===== src/rtl/scan_test_controller.sv =====
// Tester-side scan driver: loads an operand pair into the multiplier chain, pulses capture,
// unloads the product and checks it against a locally computed a*b.
module scan_test_controller #(
    parameter int unsigned W      = 4,
    parameter int unsigned FCNT_W = 8
) (
    input  logic              clk,
    input  logic              rst,
    input  logic              start,
    input  logic [W-1:0]      a_in,
    input  logic [W-1:0]      b_in,
    output logic              scan_in,
    output logic              scan_en,
    input  logic              scan_out,
    output logic              busy,
    output logic              done,
    output logic [2*W-1:0]    result,
    output logic              pass,
    output logic [FCNT_W-1:0] fail_count
);

    localparam int unsigned CW    = 2 * W;
    localparam int unsigned CNT_W = (CW > 1) ? $clog2(CW) : 1;
    localparam logic [CNT_W-1:0] CNT_LAST = CNT_W'(CW - 1);

    localparam logic [2:0] S_IDLE    = 3'd0;
    localparam logic [2:0] S_LOAD    = 3'd1;
    localparam logic [2:0] S_CAPTURE = 3'd2;
    localparam logic [2:0] S_UNLOAD  = 3'd3;
    localparam logic [2:0] S_DONE    = 3'd4;

    logic [2:0]        state,      state_d;
    logic [CNT_W-1:0]  bit_cnt,    bit_cnt_d;
    logic [W-1:0]      op_a,       op_a_d;
    logic [W-1:0]      op_b,       op_b_d;
    logic [CW-1:0]     load_sr,    load_sr_d;
    logic [CW-1:0]     shadow,     shadow_d;
    logic              scan_in_d,  scan_en_d, busy_d, done_d, pass_d;
    logic [CW-1:0]     result_d;
    logic [FCNT_W-1:0] fail_count_d;

    logic [CW-1:0] expected;
    logic [CW-1:0] unload_word;

    assign expected    = CW'(op_a) * CW'(op_b);
    // Tail bit enters at the top so the first sample ends up as the LSB
    assign unload_word = {scan_out, shadow[CW-1:1]};

    // Next-state and next-output logic
    always_comb begin
        state_d      = state;
        bit_cnt_d    = bit_cnt;
        op_a_d       = op_a;
        op_b_d       = op_b;
        load_sr_d    = load_sr;
        shadow_d     = shadow;
        scan_in_d    = 1'b0;
        scan_en_d    = 1'b0;
        busy_d       = busy;
        done_d       = 1'b0;
        result_d     = result;
        pass_d       = pass;
        fail_count_d = fail_count;

        case (state)
            S_IDLE: begin
                busy_d = 1'b0;
                if (start) begin
                    state_d   = S_LOAD;
                    op_a_d    = a_in;
                    op_b_d    = b_in;
                    load_sr_d = {a_in, b_in} >> 1;
                    scan_in_d = b_in[0];
                    scan_en_d = 1'b1;
                    busy_d    = 1'b1;
                    bit_cnt_d = '0;
                end
            end
            S_LOAD: begin
                busy_d = 1'b1;
                if (bit_cnt == CNT_LAST) begin
                    state_d   = S_CAPTURE;
                    bit_cnt_d = '0;
                end else begin
                    bit_cnt_d = bit_cnt + CNT_W'(1);
                    scan_en_d = 1'b1;
                    scan_in_d = load_sr[0];
                    load_sr_d = load_sr >> 1;
                end
            end
            S_CAPTURE: begin
                busy_d    = 1'b1;
                state_d   = S_UNLOAD;
                bit_cnt_d = '0;
                scan_en_d = 1'b1;
            end
            S_UNLOAD: begin
                busy_d   = 1'b1;
                shadow_d = unload_word;
                if (bit_cnt == CNT_LAST) begin
                    state_d   = S_DONE;
                    bit_cnt_d = '0;
                    done_d    = 1'b1;
                    result_d  = unload_word;
                    pass_d    = (unload_word == expected);
                    if ((unload_word != expected) && (fail_count != '1))
                        fail_count_d = fail_count + FCNT_W'(1);
                end else begin
                    bit_cnt_d = bit_cnt + CNT_W'(1);
                    scan_en_d = 1'b1;
                end
            end
            S_DONE: begin
                state_d   = S_IDLE;
                busy_d    = 1'b0;
                bit_cnt_d = '0;
            end
            default: begin
                state_d   = S_IDLE;
                busy_d    = 1'b0;
                bit_cnt_d = '0;
            end
        endcase
    end

    // State and registered outputs
    always_ff @(posedge clk) begin
        if (rst) begin
            state      <= S_IDLE;
            bit_cnt    <= '0;
            op_a       <= '0;
            op_b       <= '0;
            load_sr    <= '0;
            shadow     <= '0;
            scan_in    <= 1'b0;
            scan_en    <= 1'b0;
            busy       <= 1'b0;
            done       <= 1'b0;
            result     <= '0;
            pass       <= 1'b0;
            fail_count <= '0;
        end else begin
            state      <= state_d;
            bit_cnt    <= bit_cnt_d;
            op_a       <= op_a_d;
            op_b       <= op_b_d;
            load_sr    <= load_sr_d;
            shadow     <= shadow_d;
            scan_in    <= scan_in_d;
            scan_en    <= scan_en_d;
            busy       <= busy_d;
            done       <= done_d;
            result     <= result_d;
            pass       <= pass_d;
            fail_count <= fail_count_d;
        end
    end

endmodule


===== config.mk =====
export PLATFORM = sky130hd
export DESIGN_NAME = scan_test_controller
export DESIGN_NICKNAME = d
export VERILOG_FILES = /design/src/rtl/scan_test_controller.sv
export SDC_FILE = /design/constraint.sdc
export NUM_CORES = 1
export LEC_CHECK = 0
export ABC_AREA = 1
export CORE_MARGIN = 5
export CORE_UTILIZATION = 40
export CTS_CLUSTER_SIZE = 25
export DETAILED_ROUTE_END_ITERATION = 8
export GPL_TIMING_DRIVEN = 0
export SLEW_MARGIN = 25
export SYNTH_ARGS = -nofsm -noshare
export SYNTH_HDL_FRONTEND = slang
export SYNTH_SLANG_ARGS = --single-unit

===== constraint.sdc =====
create_clock -name clk -period 4.4 [get_ports clk]
set_clock_uncertainty 0.15 [all_clocks]
set_input_delay 1.32 -clock clk [delete_from_list [all_inputs] [get_ports clk]]
set_output_delay 1.32 -clock clk [all_outputs]
set_load 0.02 [all_outputs]

== After elaboration in Yosys (flattened, before gate mapping) ==
Index checks and enable logic that the tools add are counted.

* Bits in registers: 51
* Output and inout bits: 21

* $add $sub $neg: 2
* Multiply operators: 1
* Equal/unequal tests: 11
* Multiplexer cells: 18
* Bitwise gates (word level): 1
* Reduce and logical (&&, ||, !) cells: 11

{| class="wikitable"
|+ Operator list
! kind !! number
|-
| $mux W8 || 2
|-
| $pmux W8 S2 || 1
|-
| $mux W3 || 5
|-
| $pmux W3 S4 || 1
|-
| $reduce_and A3 Y1 || 3
|-
| $add A8 B1 Y8 const B || 1
|-
| $eq A8 B8 Y1 || 1
|-
| $mul A4 B4 Y8 || 1
|-
| $ne A2 B2 Y1 const B || 4
|-
| $ne A8 B8 Y1 || 1
|-
| $ne A8 B8 Y1 const B || 1
|-
| $eq A3 B2 Y1 const B || 2
|-
| $pmux W3 S2 || 1
|-
| $mux W1 || 5
|-
| $pmux W1 S2 || 2
|-
| $reduce_and A2 Y1 || 2
|-
| $reduce_or A2 Y1 || 2
|-
| $add A3 B1 Y3 const B || 1
|-
| $eq A3 B1 Y1 const B || 1
|-
| $eq A3 B3 Y1 const B || 1
|-
| $logic_not A3 Y1 || 1
|-
| $pmux W1 S3 || 1
|-
| $reduce_or A3 Y1 || 1
|-
| $reduce_bool A2 Y1 || 1
|-
| other kinds (2) || 2
|}

== Depth between registers and ports, before layout ==
* Depth after elaboration: 4
* Mapped depth: 18

== Worst setup path after synthesis ==
Ideal clock, no wire load.

* Path type: flip-flop to flip-flop
* Start point: reg op_b[3]
* End point: reg fail_count[4]
* Library setup time: 0.071 ns
* Arrival: 2.855 ns
* Required time: 4.179 ns
* Slack: 1.325 ns
* Cell stages (with the launch flop): 15
* Buffers on the path: 0
* Period minus slack after synthesis: 3.075 ns
* Path through: dfxtp_1 > nand2_1 > fa_1 > fa_1 > fa_1 > inv_1 > nand2_1 > nand3_1 > nor2_1 > nand3_1 > nor2_1 > nand2_2 > nand3_2 > nand2_1 > a21oi_1

* Cells in the longest elaborated chain, start to end: 4

{| class="wikitable"
|+ Ends and longest elaborated chain
! element !! line !! RTL
|-
| start, declared || 35 || <nowiki>logic [W-1:0] op_b, op_b_d;</nowiki>
|-
| start signal, assigned || 146 || <nowiki>op_b <= op_b_d;</nowiki>
|-
| $mul A4 B4 Y8 || 45 || <nowiki>assign expected = CW'(op_a) * CW'(op_b);</nowiki>
|-
| $ne A8 B8 Y1 || 106 || <nowiki>if ((unload_word != expected) && (fail_count != '1))</nowiki>
|-
| $logic_and A1 B1 Y1 || 106 ||
|-
| $reduce_and A3 Y1 (no source line) || n/a ||
|-
| end signal, assigned || 155 || <nowiki>fail_count <= fail_count_d;</nowiki>
|-
| end, declared || 19 || <nowiki>output logic [FCNT_W-1:0] fail_count</nowiki>
|}

No other way between the ends.
A chain may end at the register's enable or synchronous reset.

== Worst setup path in the final report ==
* Start point: reg op_a[0]
* End point: reg fail_count[5]

* Cells in the longest elaborated chain, start to end: 4

{| class="wikitable"
|+ Ends and longest elaborated chain
! element !! line !! RTL
|-
| start, declared || 34 || <nowiki>logic [W-1:0] op_a, op_a_d;</nowiki>
|-
| start signal, assigned || 145 || <nowiki>op_a <= op_a_d;</nowiki>
|-
| $mul A4 B4 Y8 || 45 ||
|-
| $ne A8 B8 Y1 || 106 ||
|-
| $logic_and A1 B1 Y1 || 106 ||
|-
| $reduce_and A3 Y1 (no source line) || n/a ||
|}

No other way between the ends.

==> impl_metrics.json <==
{
  "number_of_buffers_added_for_setup_after_cts": 0,
  "ir_drop_mv": 0.208,
  "synth-adder-area-share_pct": 10.5,
  "worst-endpoint-arrival_ns": 3.52,
  "power.switching_uw": 268,
  "finalWirelength_mm": 5.61,
  "cts_inserted_buffers": 5,
  "cts_resized": 0,
  "dpl.hpwl_mm": 4.35,
  "die-area_sq_um": 8040,
  "die_w_um": 89.7,
  "ys_top_cells_by_area": "sky130_fd_sc_hd__dfxtp_1, sky130_fd_sc_hd__nand2_1, sky130_fd_sc_hd__ha_1, sky130_fd_sc_hd__inv_1, sky130_fd_sc_hd__nor2_1",
  "port-buffer-count": 32,
  "synth_top_cells_by_count": "sky130_fd_sc_hd__nand2_1, sky130_fd_sc_hd__dfxtp_1, sky130_fd_sc_hd__inv_1",
  "synthDistinctLibCells": 26,
  "synth_sequential_area_ratio_pct": 38.6,
  "syn-mean-instance-area_sq_um": 7.40,
  "grt_setup_unrepaired": "no",
  "fp.dieH_um": 89.7,
  "synth_area_leader_cell": "sky130_fd_sc_hd__dfxtp_1",
  "route.vias.total": 2249,
  "antenna-diode-count": 0,
  "slew_viol_final": 0,
  "wire_per_inst_um": 12.2,
  "grt.overflow.total": 0,
  "p_total_uw": 910,
  "mappedNetlistNets": 374,
  "finalWeightedCongestion": 0.763,
  "relSlewSlack_pct": 64.5,
  "post_layout_minimum_cycle_time_ns": 3.44,
  "clock-sinks": 49,
  "fmax_ghz": 0.290,
  "power.combinational.fraction_pct": 17.7,
  "syn-instance-count": 343,
  "initial_standard_cell_utilization_of_the_core_pct": 40.4,
  "share_seq_of_total_power_pct": 54.0,
  "total_leakage_power_uw": 0.00142,
  "pwr_density_cell_nw_per_um2": 299,
  "final_layout_size_suffix_gt1_share_pct": 4.96,
  "maxCapViolCount": 0,
  "max_slew.worst_pin.slew_ns": 0.531,
  "maximum_number_of_pins_on_one_net_before_global_route_repair": 15,
  "clk_latency_ns": 0.30,
  "drt_first_pass_iters": 4,
  "netlist.area_leader.share_pct": 38.6,
  "hold_violations": 0,
  "clkPwrFrac_pct": 28.3,
  "route.detailed.drc": 0,
  "synth_xor_xnor_area_share_pct": 3.45,
  "finalSetupViolations": 0,
  "crit_path_start_kind": "flop",
  "synth_compound_area_share_pct": 13.1,
  "pre_cts_ws_ns": 0.935,
  "placed_area_sq_um": 2960,
  "synth_most_common_cell": "sky130_fd_sc_hd__nand2_1",
  "grt_pass1_vias": 2186,
  "root_buffer": "sky130_fd_sc_hd__clkbuf_8",
  "crit_path_end": "fail_count[5]",
  "worst_r2r_startpoint": "op_a[0]",
  "r2r.worst_path.cells": 14,
  "setup-tns-final_ns": 0,
  "synthArstFlopShare_pct": 0,
  "setup_slack_ns": 0.957,
  "cts-root-to-sink-buffers": 2,
  "vias_per_cell": 4.89,
  "timing.hold.worst.class": "flop to flop",
  "hold_start": "bit_cnt[1]",
  "syn_area_sq_um": 2540,
  "floorplan.rows": 29,
  "critical_path_class": "flop to flop",
  "outcome": "completed",
  "ys_warn_count": 0,
  "synth_simple_gate_area_share_pct": 25.9,
  "synth_flop_cell": "sky130_fd_sc_hd__dfxtp_1",
  "fin_nets": 413,
  "synth_top_family_by_area": "simple AND/OR/NAND/NOR gates",
  "area_growth_pct": 19.7,
  "switching_share_pct": 29.5,
  "antenna_found_initial": 0,
  "fin_area_sq_um": 3040,
  "postCtsHoldBufs": 0,
  "synthMuxAreaShare_pct": 0,
  "final_core_utilization_pct": 48.4,
  "timing.rr.end": "fail_count[5]",
  "all_layer_global_routing_usage_pct": 15.6,
  "capturing_element_type_of_the_critical_path": "flop",
  "tritoncts": "yes",
  "worst-r2r-setup-slack_ns": 0.96,
  "cp_max_fo": 10,
  "synth_seq_cells": 49,
  "synth_edf_count": 0,
  "ios": 33,
  "clkSlewWorstSetupHoldPaths_ns": 0.09,
  "post_route_fraction_of_the_period_consumed_by_the_critical_path_pct": 78.3,
  "cts_max_level": 2,
  "origin_of_the_worst_setup_path": "op_a[0]",
  "grt_first_pass_wirelength_mm": 9.83,
  "dr.first_iter.drc_count": 110,
  "cell_internal_pwr_uw": 642,
  "antenna_violating_nets_left": 0,
  "core-area_sq_um": 6280,
  "timing.critical_path.required_ns": 4.48
}
==> power groups by stage <==
stage | sequential (uW) | combinational [uW] | clock (uW)
after global routing | 496 | 186 | 285
final | 491 | 161 | 258
after global placement | 502 | 159 | 0
after floorplan | 500 | 110 | 0
after CTS | 491 | 163 | 263
after detailed placement | 502 | 162 | 0
==> placed cells by master, fill, tap and decap left out <==
cell type and count:
sky130_fd_sc_hd__nor2_8 2, sky130_fd_sc_hd__clkbuf_1 6, sky130_fd_sc_hd__o21ai_1 3, sky130_fd_sc_hd__nor3_1 2, sky130_fd_sc_hd__buf_2 1, sky130_fd_sc_hd__nand3b_1 2
sky130_fd_sc_hd__inv_2 3, sky130_fd_sc_hd__ha_1 15, sky130_fd_sc_hd__inv_4 1, sky130_fd_sc_hd__nand4_1 11, sky130_fd_sc_hd__nand2_2 1, sky130_fd_sc_hd__nor2_2 2
sky130_fd_sc_hd__o21ai_0 26, sky130_fd_sc_hd__dfxtp_1 49, sky130_fd_sc_hd__nand3_1 14, sky130_fd_sc_hd__fa_1 4, sky130_fd_sc_hd__inv_1 43, sky130_fd_sc_hd__nand3_2 1
sky130_fd_sc_hd__clkbuf_8 5, sky130_fd_sc_hd__buf_6 1, sky130_fd_sc_hd__a21oi_1 23, sky130_fd_sc_hd__xnor2_1 6, sky130_fd_sc_hd__xor2_1 4, sky130_fd_sc_hd__nor2_1 37
sky130_fd_sc_hd__a211oi_1 2, sky130_fd_sc_hd__clkdlybuf4s50_1 32, sky130_fd_sc_hd__nand2_1 76, sky130_fd_sc_hd__clkinv_2 2, sky130_fd_sc_hd__a31oi_1 9
==> per-layer routing <==
metal / wire length (um) / vias up / part of all wire (%) / track usage, %
met2: 2650 / 28 / 47 / 26.0
li1: - / 1195 / - / -
met3: 164 / 4 / 2.9 / 3.10
met5: 0 / - / 0 / 0
met4: 59 / 0 / 1.1 / 4.74
met1: 2740 / 1022 / 49 / 20.4
==> area by class of cell <==
type | instances | area (sq um)
clock inverter | 2 | 10.0
inverter | 47 | 179
tap | 77 | 96.3
sequential | 49 | 981
multi-input combinational | 240 | 1340
clock buffer | 6 | 72.6
buffer | 7 | 35.0
timing repair buffer | 32 | 320
fill | 674 | 3240
==> worst max-delay path: stages (launching register included) <==
cell and delay [ns]:
sky130_fd_sc_hd__dfxtp_1 0.42, sky130_fd_sc_hd__nand2_1 0.11, sky130_fd_sc_hd__fa_1 0.53, sky130_fd_sc_hd__fa_1 0.54, sky130_fd_sc_hd__fa_1 0.59, sky130_fd_sc_hd__inv_1 0.05
sky130_fd_sc_hd__nand2_1 0.06, sky130_fd_sc_hd__nand3_1 0.07, sky130_fd_sc_hd__nor2_1 0.08, sky130_fd_sc_hd__nand3_1 0.08, sky130_fd_sc_hd__nor2_1 0.11, sky130_fd_sc_hd__nand2_2 0.17
sky130_fd_sc_hd__nand3_2 0.21, sky130_fd_sc_hd__nand2_1 0.07, sky130_fd_sc_hd__a21oi_1 0.12
==> worst min-delay path by stage <==
stage	slack, ns	endpoint	cells past startpoint
4_1_cts	0.32	load_sr[6]	2
3_3_place_gp	0.30	bit_cnt[1]	2
6_report	0.32	bit_cnt[1]	2
2_1_floorplan	0.29	load_sr[6]	2
5_1_grt	0.36	load_sr[4]	2
3_5_place_dp	0.31	load_sr[6]	2
==> logic make-up (layout without fill, tap and decap cells) <==
group           after synthesis  in the layout
simple gates                148            148
fa+ha+maj                    19             19
flops                        49             49
xor+xnor                     10             10
compound gates               63             63
buf+inv                      54             94
==> stage by stage <==
stage	std cells	hold WS, ns
after global placement	452	0.303
final	460	0.321
after global routing	460	0.357
after floorplan	343	0.289
after detailed placement	452	0.308
after CTS	460	0.321
==> registers in the layout, summed over array words and instances (netlist names), 3 cells and up <==
register	count
fail_count	8
result	8
load_sr	7
shadow	7
op_a	4
op_b	4
bit_cnt	3
state	3
No activity file was read; power rests on OpenSTA's default activity.
